$ cat config.mk
export PLATFORM = sky130hd
export DESIGN_NAME = tile_mem_arbiter
export DESIGN_NICKNAME = d
export VERILOG_FILES = /design/src/rtl/tile_mem_pkg.sv /design/src/rtl/tile_mem_arbiter_rr_arb2.sv /design/src/rtl/tile_mem_arbiter.sv
export SDC_FILE = /design/constraint.sdc
export NUM_CORES = 1
export LEC_CHECK = 0
export CAP_MARGIN = 10
export CORE_UTILIZATION = 56
export CTS_BUF_LIST = sky130_fd_sc_hd__clkbuf_16
export CTS_CLUSTER_SIZE = 28
export DETAILED_ROUTE_END_ITERATION = 16
export PLACE_DENSITY = 0.81
export SLEW_MARGIN = 5
export SYNTH_ARGS = -nofsm -noshare
export SYNTH_HDL_FRONTEND = slang
export SYNTH_HIERARCHICAL = 1
export SYNTH_SLANG_ARGS = --single-unit
$ cat constraint.sdc
create_clock -name clk -period 5.19 [get_ports clk]
set_input_delay 0.519 -clock clk [delete_from_list [all_inputs] [get_ports clk]]
set_output_delay 0.519 -clock clk [all_outputs]
set_load 0.01 [all_outputs]
$ cat src/rtl/tile_mem_pkg.sv
// tile_mem_pkg: shared constants and enums for the board tile store arbiter.
// Board layout: 24 edge-path cells (0..23) followed by 12 center cells (24..35).
package tile_mem_pkg;

   localparam int unsigned DEPTH      = 36;
   localparam int unsigned EDGE_CNT   = 24;
   localparam int unsigned CENTER_CNT = 12;
   localparam int unsigned DW         = 4;
   localparam int unsigned AW         = 6;

   typedef enum logic [1:0] {
      S_IDLE,
      S_INIT,
      S_RUN
   } state_e;

   typedef enum logic {
      REQ_GAME,
      REQ_DISP
   } req_id_e;

endpackage

$ cat src/rtl/tile_mem_arbiter_rr_arb2.sv
// rr_arb2: two-requester arbiter (game / display) for the tile store.
// Default build: round robin, ties go to whoever was not granted last.
// Define TILE_ARB_GAME_PRIORITY_EN for fixed priority (game always wins ties).
module rr_arb2
   import tile_mem_pkg::*;
(
   input  logic clk,
   input  logic rst_n,
   input  logic en_i,
   input  logic req_game_i,
   input  logic req_disp_i,
   output logic gnt_game_o,
   output logic gnt_disp_o
);

`ifdef TILE_ARB_GAME_PRIORITY_EN

   // Fixed priority: display only wins when the game is not requesting
   always_comb begin
      gnt_game_o = en_i & req_game_i;
      gnt_disp_o = en_i & req_disp_i & ~req_game_i;
   end

`else

   req_id_e last_q;

   // Grant decision: a lone requester wins; a tie goes to the one not granted last
   always_comb begin
      gnt_game_o = en_i & req_game_i & (~req_disp_i | (last_q == REQ_DISP));
      gnt_disp_o = en_i & req_disp_i & (~req_game_i | (last_q == REQ_GAME));
   end

   // Remember the most recent winner; resets to display so game wins the first tie
   always_ff @(posedge clk or negedge rst_n) begin
      if (!rst_n) begin
         last_q <= REQ_DISP;
      end else if (gnt_game_o) begin
         last_q <= REQ_GAME;
      end else if (gnt_disp_o) begin
         last_q <= REQ_DISP;
      end
   end

`endif

endmodule

$ cat src/rtl/tile_mem_arbiter.sv
// tile_mem_arbiter: owns the 36 x 4-bit board tile store. Loads a 144-bit
// board one cell per cycle, then shares single-cell access between the game
// logic (read/write) and the display scanner (read-only), one access per cycle.
// Arbitration policy selected by TILE_ARB_GAME_PRIORITY_EN (see rr_arb2).
module tile_mem_arbiter #(
   parameter int unsigned DEPTH    = tile_mem_pkg::DEPTH,
   parameter int unsigned EDGE_CNT = tile_mem_pkg::EDGE_CNT,
   parameter int unsigned DW       = tile_mem_pkg::DW,
   parameter int unsigned AW       = tile_mem_pkg::AW
) (
   input  logic                clk,
   input  logic                rst_n,
   input  logic                init_start,
   input  logic [DEPTH*DW-1:0] board_in,
   output logic                init_busy,
   output logic                init_done,
   input  logic                g_req,
   input  logic                g_we,
   input  logic [AW-1:0]       g_addr,
   input  logic [DW-1:0]       g_wdata,
   output logic                g_gnt,
   output logic                g_rvalid,
   output logic [DW-1:0]       g_rdata,
   input  logic                d_req,
   input  logic [AW-1:0]       d_addr,
   output logic                d_gnt,
   output logic                d_rvalid,
   output logic [DW-1:0]       d_rdata,
   output logic                addr_err
);

   import tile_mem_pkg::*;

   if (EDGE_CNT > DEPTH) begin : g_cfg_err
      $error("tile_mem_arbiter: EDGE_CNT exceeds DEPTH");
   end

   state_e              state_q;
   logic [AW-1:0]       load_cnt_q;
   logic [DEPTH*DW-1:0] shadow_q;
   logic                init_busy_q;
   logic                init_done_q;
   logic [DW-1:0]       mem_q [DEPTH];

   logic                g_rvalid_q;
   logic [DW-1:0]       g_rdata_q;
   logic                d_rvalid_q;
   logic [DW-1:0]       d_rdata_q;
   logic                addr_err_q;

   logic                run;
   logic                gnt_g;
   logic                gnt_d;
   logic [AW-1:0]       acc_addr;
   logic                acc_in_range;
   logic [DW-1:0]       acc_rdata;

   assign run = (state_q == S_RUN);

   rr_arb2 u_arb (
      .clk        (clk),
      .rst_n      (rst_n),
      .en_i       (run),
      .req_game_i (g_req),
      .req_disp_i (d_req),
      .gnt_game_o (gnt_g),
      .gnt_disp_o (gnt_d)
   );

   // Single shared access port: select the granted address and fetch its cell
   always_comb begin
      acc_addr     = gnt_g ? g_addr : d_addr;
      acc_in_range = (acc_addr < AW'(DEPTH));
      acc_rdata    = '0;
      if (acc_in_range) begin
         acc_rdata = mem_q[acc_addr];
      end
   end

   // Control FSM: board load sequencing with registered busy/done flags.
   // The shadow register shifts left each load cycle so the next cell is always on top.
   always_ff @(posedge clk or negedge rst_n) begin
      if (!rst_n) begin
         state_q     <= S_IDLE;
         load_cnt_q  <= '0;
         shadow_q    <= '0;
         init_busy_q <= 1'b0;
         init_done_q <= 1'b0;
      end else begin
         case (state_q)
            S_IDLE, S_RUN: begin
               if (init_start) begin
                  state_q     <= S_INIT;
                  shadow_q    <= board_in;
                  load_cnt_q  <= '0;
                  init_busy_q <= 1'b1;
                  init_done_q <= 1'b0;
               end
            end
            S_INIT: begin
               shadow_q   <= shadow_q << DW;
               load_cnt_q <= load_cnt_q + AW'(1);
               if (load_cnt_q == AW'(DEPTH - 1)) begin
                  state_q     <= S_RUN;
                  init_busy_q <= 1'b0;
                  init_done_q <= 1'b1;
               end
            end
            default: begin
               state_q     <= S_IDLE;
               init_busy_q <= 1'b0;
               init_done_q <= 1'b0;
            end
         endcase
      end
   end

   // Tile store: load writes during S_INIT, in-range granted game writes during S_RUN
   always_ff @(posedge clk or negedge rst_n) begin
      if (!rst_n) begin
         for (int unsigned i = 0; i < DEPTH; i++) begin
            mem_q[i] <= '0;
         end
      end else if (state_q == S_INIT) begin
         mem_q[load_cnt_q] <= shadow_q[DEPTH*DW-1 -: DW];
      end else if (gnt_g && g_we && acc_in_range) begin
         mem_q[g_addr] <= g_wdata;
      end
   end

   // Read pipeline: one-cycle registered read data, held while rvalid is low
   always_ff @(posedge clk or negedge rst_n) begin
      if (!rst_n) begin
         g_rvalid_q <= 1'b0;
         g_rdata_q  <= '0;
         d_rvalid_q <= 1'b0;
         d_rdata_q  <= '0;
         addr_err_q <= 1'b0;
      end else begin
         g_rvalid_q <= gnt_g & ~g_we;
         d_rvalid_q <= gnt_d;
         addr_err_q <= (gnt_g | gnt_d) & ~acc_in_range;
         if (gnt_g && !g_we) begin
            g_rdata_q <= acc_rdata;
         end
         if (gnt_d) begin
            d_rdata_q <= acc_rdata;
         end
      end
   end

   assign init_busy = init_busy_q;
   assign init_done = init_done_q;
   assign g_gnt     = gnt_g;
   assign d_gnt     = gnt_d;
   assign g_rvalid  = g_rvalid_q;
   assign g_rdata   = g_rdata_q;
   assign d_rvalid  = d_rvalid_q;
   assign d_rdata   = d_rdata_q;
   assign addr_err  = addr_err_q;

endmodule

* Yosys cells after proc, flatten, opt, wreduce, memory -nomap -nowiden
Cells that the tools add are included.
** Operators by class
- $add $sub $neg :: 1
- Order comparisons :: 6
- Eq/ne operators :: 5
- Muxes and demuxes :: 28
- Bitwise logic cells :: 17
- Reductions and logical operators :: 13
** Operators with widths (count)
- 144-bit two-way mux :: 3
- 144-bit bitwise mux :: 2
- 144-bit one-hot mux with 2 select lines :: 1
- 4-bit demux with 6-bit select :: 2
- 4-bit binary-select mux with 6-bit select :: 1
- 7-bit >= comparator (second input constant) :: 3
- 6-bit NOT with 7-bit output :: 3
- 4-bit two-way mux :: 5
- 7-bit by 1-bit less-than comparator with 1-bit output (second input constant) :: 2
- 6-bit two-way mux :: 2
- 6-bit one-hot mux with 2 select lines :: 1
- 6-bit by 1-bit adder with 6-bit output (second input constant) :: 1
- 1-bit bitwise AND :: 6
- 6-bit == test (second input constant) :: 1
- 6-bit less-than comparator (second input constant) :: 1
- 1-bit two-way mux :: 6
- 2-bit nonzero test :: 3
- 1-bit logical AND :: 5
- 1-bit NOT :: 5
- 2-bit two-way mux :: 2
- 2-bit inequality test (second input constant) :: 2
- 1-bit one-hot mux with 2 select lines :: 2
- 2-bit one-hot mux with 2 select lines :: 1
- 2-bit AND reduction :: 2
- other kinds (6) :: 8
** Word-level totals
- Register bits :: 310
- Bits of input ports :: 166
- Output and inout bits :: 15
- Word-level logic and storage cells :: 117

* Logic depth before layout (Yosys ltp)
- Depth in word-level cells :: 9
- Depth in mapped cells :: 13
- Gate-level depth less buffers :: 9

* By module
The synthesis kept the hierarchy.
** By module, submodules not included
- tile_mem_arbiter :: instances 1, cells each 1704, area each 15671.3 µm², sequential area each 7707.4 µm²
- rr_arb2 :: instances 1, cells each 8, area each 62.6 µm², sequential area each 26.3 µm²

* Worst setup path before layout
Ideal clock, no wire load.
- Path type :: reg-to-reg
- Start :: reg state_q[1]
- End :: reg d_rdata_q[2], in the netlist d_rdata[2]
- Setup time :: 0.120 ns
- Arrival time :: 2.774 ns
- Required time :: 5.070 ns
- Path slack :: 2.296 ns
- Stages on the path, launching flop included :: 11
- Path buffers :: 2
- Period minus slack after synthesis :: 2.894 ns
- Path through :: dfrtp_1 > nor2b_1 > nand2_1 > a21oi_1 > buf_6 > mux2i_2 > buf_6 > mux4_2 > a2111oi_0 > nor4_1 > a31o_2
** On the way
- Longest elaborated chain between the ends :: 9
- Elaborated cells between the ends (all ways) :: 12
- Classes of those cells :: order compare: 1; eq/ne: 1; mux: 5; bitwise: 5
** RTL lines
- start, declared :: RTL line tile_mem_arbiter.sv:38 : state_e state_q;
- start signal, assigned :: RTL line tile_mem_arbiter.sv:84 : state_q <= S_IDLE;
- start signal, assigned :: RTL line tile_mem_arbiter.sv:93 : state_q <= S_INIT;
- start signal, assigned :: RTL line tile_mem_arbiter.sv:104 : state_q <= S_RUN;
- 2-bit == test (*) :: RTL line tile_mem_arbiter.sv:58 : assign run = (state_q == S_RUN);
- net run :: RTL line tile_mem_arbiter.sv:51 : logic run;
- 1-bit bitwise AND (*) (2 in series) :: RTL line tile_mem_arbiter_rr_arb2.sv:30 : gnt_game_o = en_i & req_game_i & (~req_disp_i | (last_q == REQ_DISP));
- net g_gnt :: RTL line tile_mem_arbiter.sv:21 : output logic g_gnt,
- 6-bit two-way mux (*) :: RTL line tile_mem_arbiter.sv:72 : acc_addr = gnt_g ? g_addr : d_addr;
- 6-bit NOT with 7-bit output (not written as such) :: RTL line tile_mem_arbiter.sv:76 : acc_rdata = mem_q[acc_addr];
- 4-bit binary-select mux with 6-bit select :: RTL line tile_mem_arbiter.sv:76
- 4-bit two-way mux (not written as such) (2 in series) :: RTL line tile_mem_arbiter.sv:76
- 4-bit two-way mux (*) :: RTL line tile_mem_arbiter.sv:75 : if (acc_in_range) begin
- end signal, assigned :: RTL line tile_mem_arbiter.sv:147 : d_rdata_q <= acc_rdata;
- end, declared :: RTL line tile_mem_arbiter.sv:48 : logic [DW-1:0] d_rdata_q;
Mark *: on every way through the listed nets, which the timed path passes. The rest lies on a longest branch. The select of a mux whose other input is x is not followed.
A chain may end at the register's enable or synchronous reset.

* Worst setup path in the final report
- Start :: reg state_q[0]
- End :: reg g_rdata_q[3], in the netlist g_rdata[3]
** On the way
- Longest elaborated chain between the ends :: 9
- Elaborated cells between the ends (all ways) :: 11
- Classes of those cells :: order compare: 1; eq/ne: 1; mux: 5; bitwise: 3; reduce/logical: 1
** RTL lines
- 2-bit == test (*) :: RTL line tile_mem_arbiter.sv:58
- net run :: RTL line tile_mem_arbiter.sv:51
- 1-bit bitwise AND (*) (2 in series) :: RTL line tile_mem_arbiter_rr_arb2.sv:30
- 6-bit two-way mux :: RTL line tile_mem_arbiter.sv:72
- 6-bit NOT with 7-bit output (not written as such) :: RTL line tile_mem_arbiter.sv:76
- 4-bit binary-select mux with 6-bit select :: RTL line tile_mem_arbiter.sv:76
- 4-bit two-way mux (not written as such) (2 in series) :: RTL line tile_mem_arbiter.sv:76
- 4-bit two-way mux :: RTL line tile_mem_arbiter.sv:75
- end signal, assigned :: RTL line tile_mem_arbiter.sv:144 : g_rdata_q <= acc_rdata;
- end, declared :: RTL line tile_mem_arbiter.sv:46 : logic [DW-1:0] g_rdata_q;
Marked as above.

==> metrics.txt <==
Leak between 7 and 8 nW; via count 14431; setup_tns 0 ns; Fin. Hold Viols 0; Vias per Instance roughly 6.5; gr usage total 35.3%; share of layout cells above drive strength 1 8.72%; relative slew slack approximately 15%; Ys Warns 6; status complete, no violations; pin count of the biggest net entering global routing about 120; initial antenna violation count 0; met1 Resource Use GR between 40 and 50%; Synth Cell Area about 16000 µm²; Avg Inst Size Synth slightly above 9 µm²; Final Core Density 69.1%; Fmax achieved between 0.2 and 0.3 GHz; Skew-Pair Late Insertion Delay approximately 0.53 ns; Rows 60; TritonRoute pass-1 iters 6; Max IR drop VDD 0.000320 V; die area about 29000 µm²; Crit. End Element flip-flop; P&R area growth vs syn 19.7%; first-pass GRT wire length between 70000 and 80000 µm; Mapped Nets about 1900; IO Count roughly 180; worst-path fanout max 27; Final period util ~75%; postcts setup bufs 0; prevailing post-synth register cell dfrtp_1; crit path launch type flip-flop; filler cell count between 2000 and 2500; Netlist cell types 56; fin crit period between 3 and 4 ns; Die W 170 µm; number of global-route vias before repair 14188; sequential area share after synthesis around 49%; worst slew pin tran 1.28 ns; number of buffers created by CTS 35; Synth async-reset ratio between 90% and 100%; Num Clock Sinks approximately 310; drt total wl ~50000 µm; Worst Hold Class input port to async pin; Final Skew roughly 0.020 ns; routed len/inst between 20 and 25 µm; DRC errors left 0; RD Place Congestion ~1; Post-DRT Antenna Nets 0; Hold Slack ~0.066 ns; DP Wirelength between 30000 and 40000 µm; CP Class flip-flop to flip-flop; RSZ-0062 raised after global routing no; met2 Use GR 54.0%; Pwr Total between 8 and 9 mW; clk root buf clkbuf_16; htree depth 2; Yosys top cell by area dfrtp_1; maximum clock path buffer count 3; Mapped Cells 1712; Worst-path clk slew roughly 0.060 ns; die height approximately 170 µm; cts hold-fix bufs 0; DR iter-0 viols 1896; register bit total from synthesis 309; most frequent cells in the layout nand2_1, dfrtp_1, a22oi_1; top cell type's share of synthesized area between 40% and 50%; core area roughly 27000 µm²; EDFF count, synth 0; fin nets ~2000; total gr overflow 0; n_diodes 0; Initial Utilization between 50% and 60%; synth top area cells dfrtp_1, a22oi_1, nand2_1; Worst EP arrival ~4.3 ns; CTS tree built; port bufs 180; Pwr per Cell Area 475 nW/µm²; commonest non-fill, non-tap cell in the layout nand2_1; Slew Viols, Final 0; MaxCap Viol Count 0; most used routing layer met2; Post-CTS Resized 0; Worst Path Required between 5 and 6 ns; final setup violating endpoints 0; met3 Usage GRT about a tenth
-- registers in the layout, indices dropped and copies added, names as in the netlist --
register	cells
state_q	2
g_rvalid	1
init_busy	1
g_rdata	4
d_rdata	4
load_cnt_q	6
shadow_q	144
u_arb/last_q	1
mem_q	144
d_rvalid	1
addr_err	1
-- kinds of logic after synthesis --
group                      synth area share [%]
AOI/OAI and AO/OA                          21.6
adders and majority gates                0.0795
buffers and inverters                      3.36
DFF                                        49.2
muxes                                      8.65
and+or+nand+nor                            17.2
-- per-layer routing --
| layer | part of all wire, % | vias up |
|---|---|---|
| li1 | - | 6357 |
| met4 | 5.4 | 0 |
| met1 | 38 | 6917 |
| met5 | 0 | - |
| met2 | 44 | 948 |
| met3 | 12 | 209 |
-- cells in the mapped netlist (3+ instances only) --
library cell / number
nand2_1: 491
dfrtp_1: 308
a22oi_1: 259
o21ai_0: 165
clkbuf_1: 95
nor2_1: 73
mux2_2: 62
nand2b_1: 24
a21oi_1: 23
and2_1: 15
inv_1: 15
mux4_2: 15
mux2i_1: 14
buf_2: 12
a22o_1: 11
or3_1: 11
nand3_1: 9
nor3_1: 9
buf_1: 7
o21ai_1: 7
mux4_1: 6
nor2b_1: 6
o22ai_1: 6
o31ai_1: 6
a32oi_1: 5
a31o_2: 4
and3_1: 4
nand3b_1: 4
nand4_1: 4
o32ai_1: 4
a31oi_1: 3
-- worst paths after layout --
path,start,endpoint,slack (ns),cells after the start
min,rst_n,mem_q[63],0.07,1
min reg2reg,mem_q[13],mem_q[13],0.47,2
max in group asynchronous,rst_n,mem_q[99],3.92,2
max reg2reg,state_q[0],g_rdata[3],1.31,10
max,state_q[0],g_rdata[3],1.31,10
min in group clk,mem_q[13],mem_q[13],0.47,2
-- power breakdown --
group / internal (mW) / switching, mW / total [mW]
clock network: 1.41 / 1.00 / 2.41
registers: 3.25 / 0.599 / 3.85
logic: 1.04 / 1.65 / 2.69
-- area by class of cell --
cell class,instances,area [µm²],area share [%]
flip-flops and latches,309,7730,41.1
repair buffers,200,1960,10.4
clock inverters,26,204,1.08
multi-input cells,1271,7510,39.9
inverters,15,56.3,0.299
well taps,372,465,2.47
clock buffers,36,901,4.78
-- through the flow --
stage	instance area, µm²	worst slack [ns]	std cells
4_1_cts	18800	1.46	2229
5_1_grt	18800	1.18	2229
6_report	18800	1.31	2229
2_1_floorplan	15700	2.30	1712
3_3_place_gp	17700	1.32	2167
3_5_place_dp	17700	1.24	2167
-- worst max-delay path, stage by stage, from the launching register on --
cell,delay [ns]
dfrtp_1,0.45
nor2b_1,0.33
nand2_1,0.11
a21oi_2,0.51
buf_4,0.40
nor2_1,0.13
a22oi_1,0.48
or2_2,0.30
o22ai_1,0.17
nor4_1,0.65
a31o_2,0.27
No activity file was read; power rests on OpenSTA's default activity.
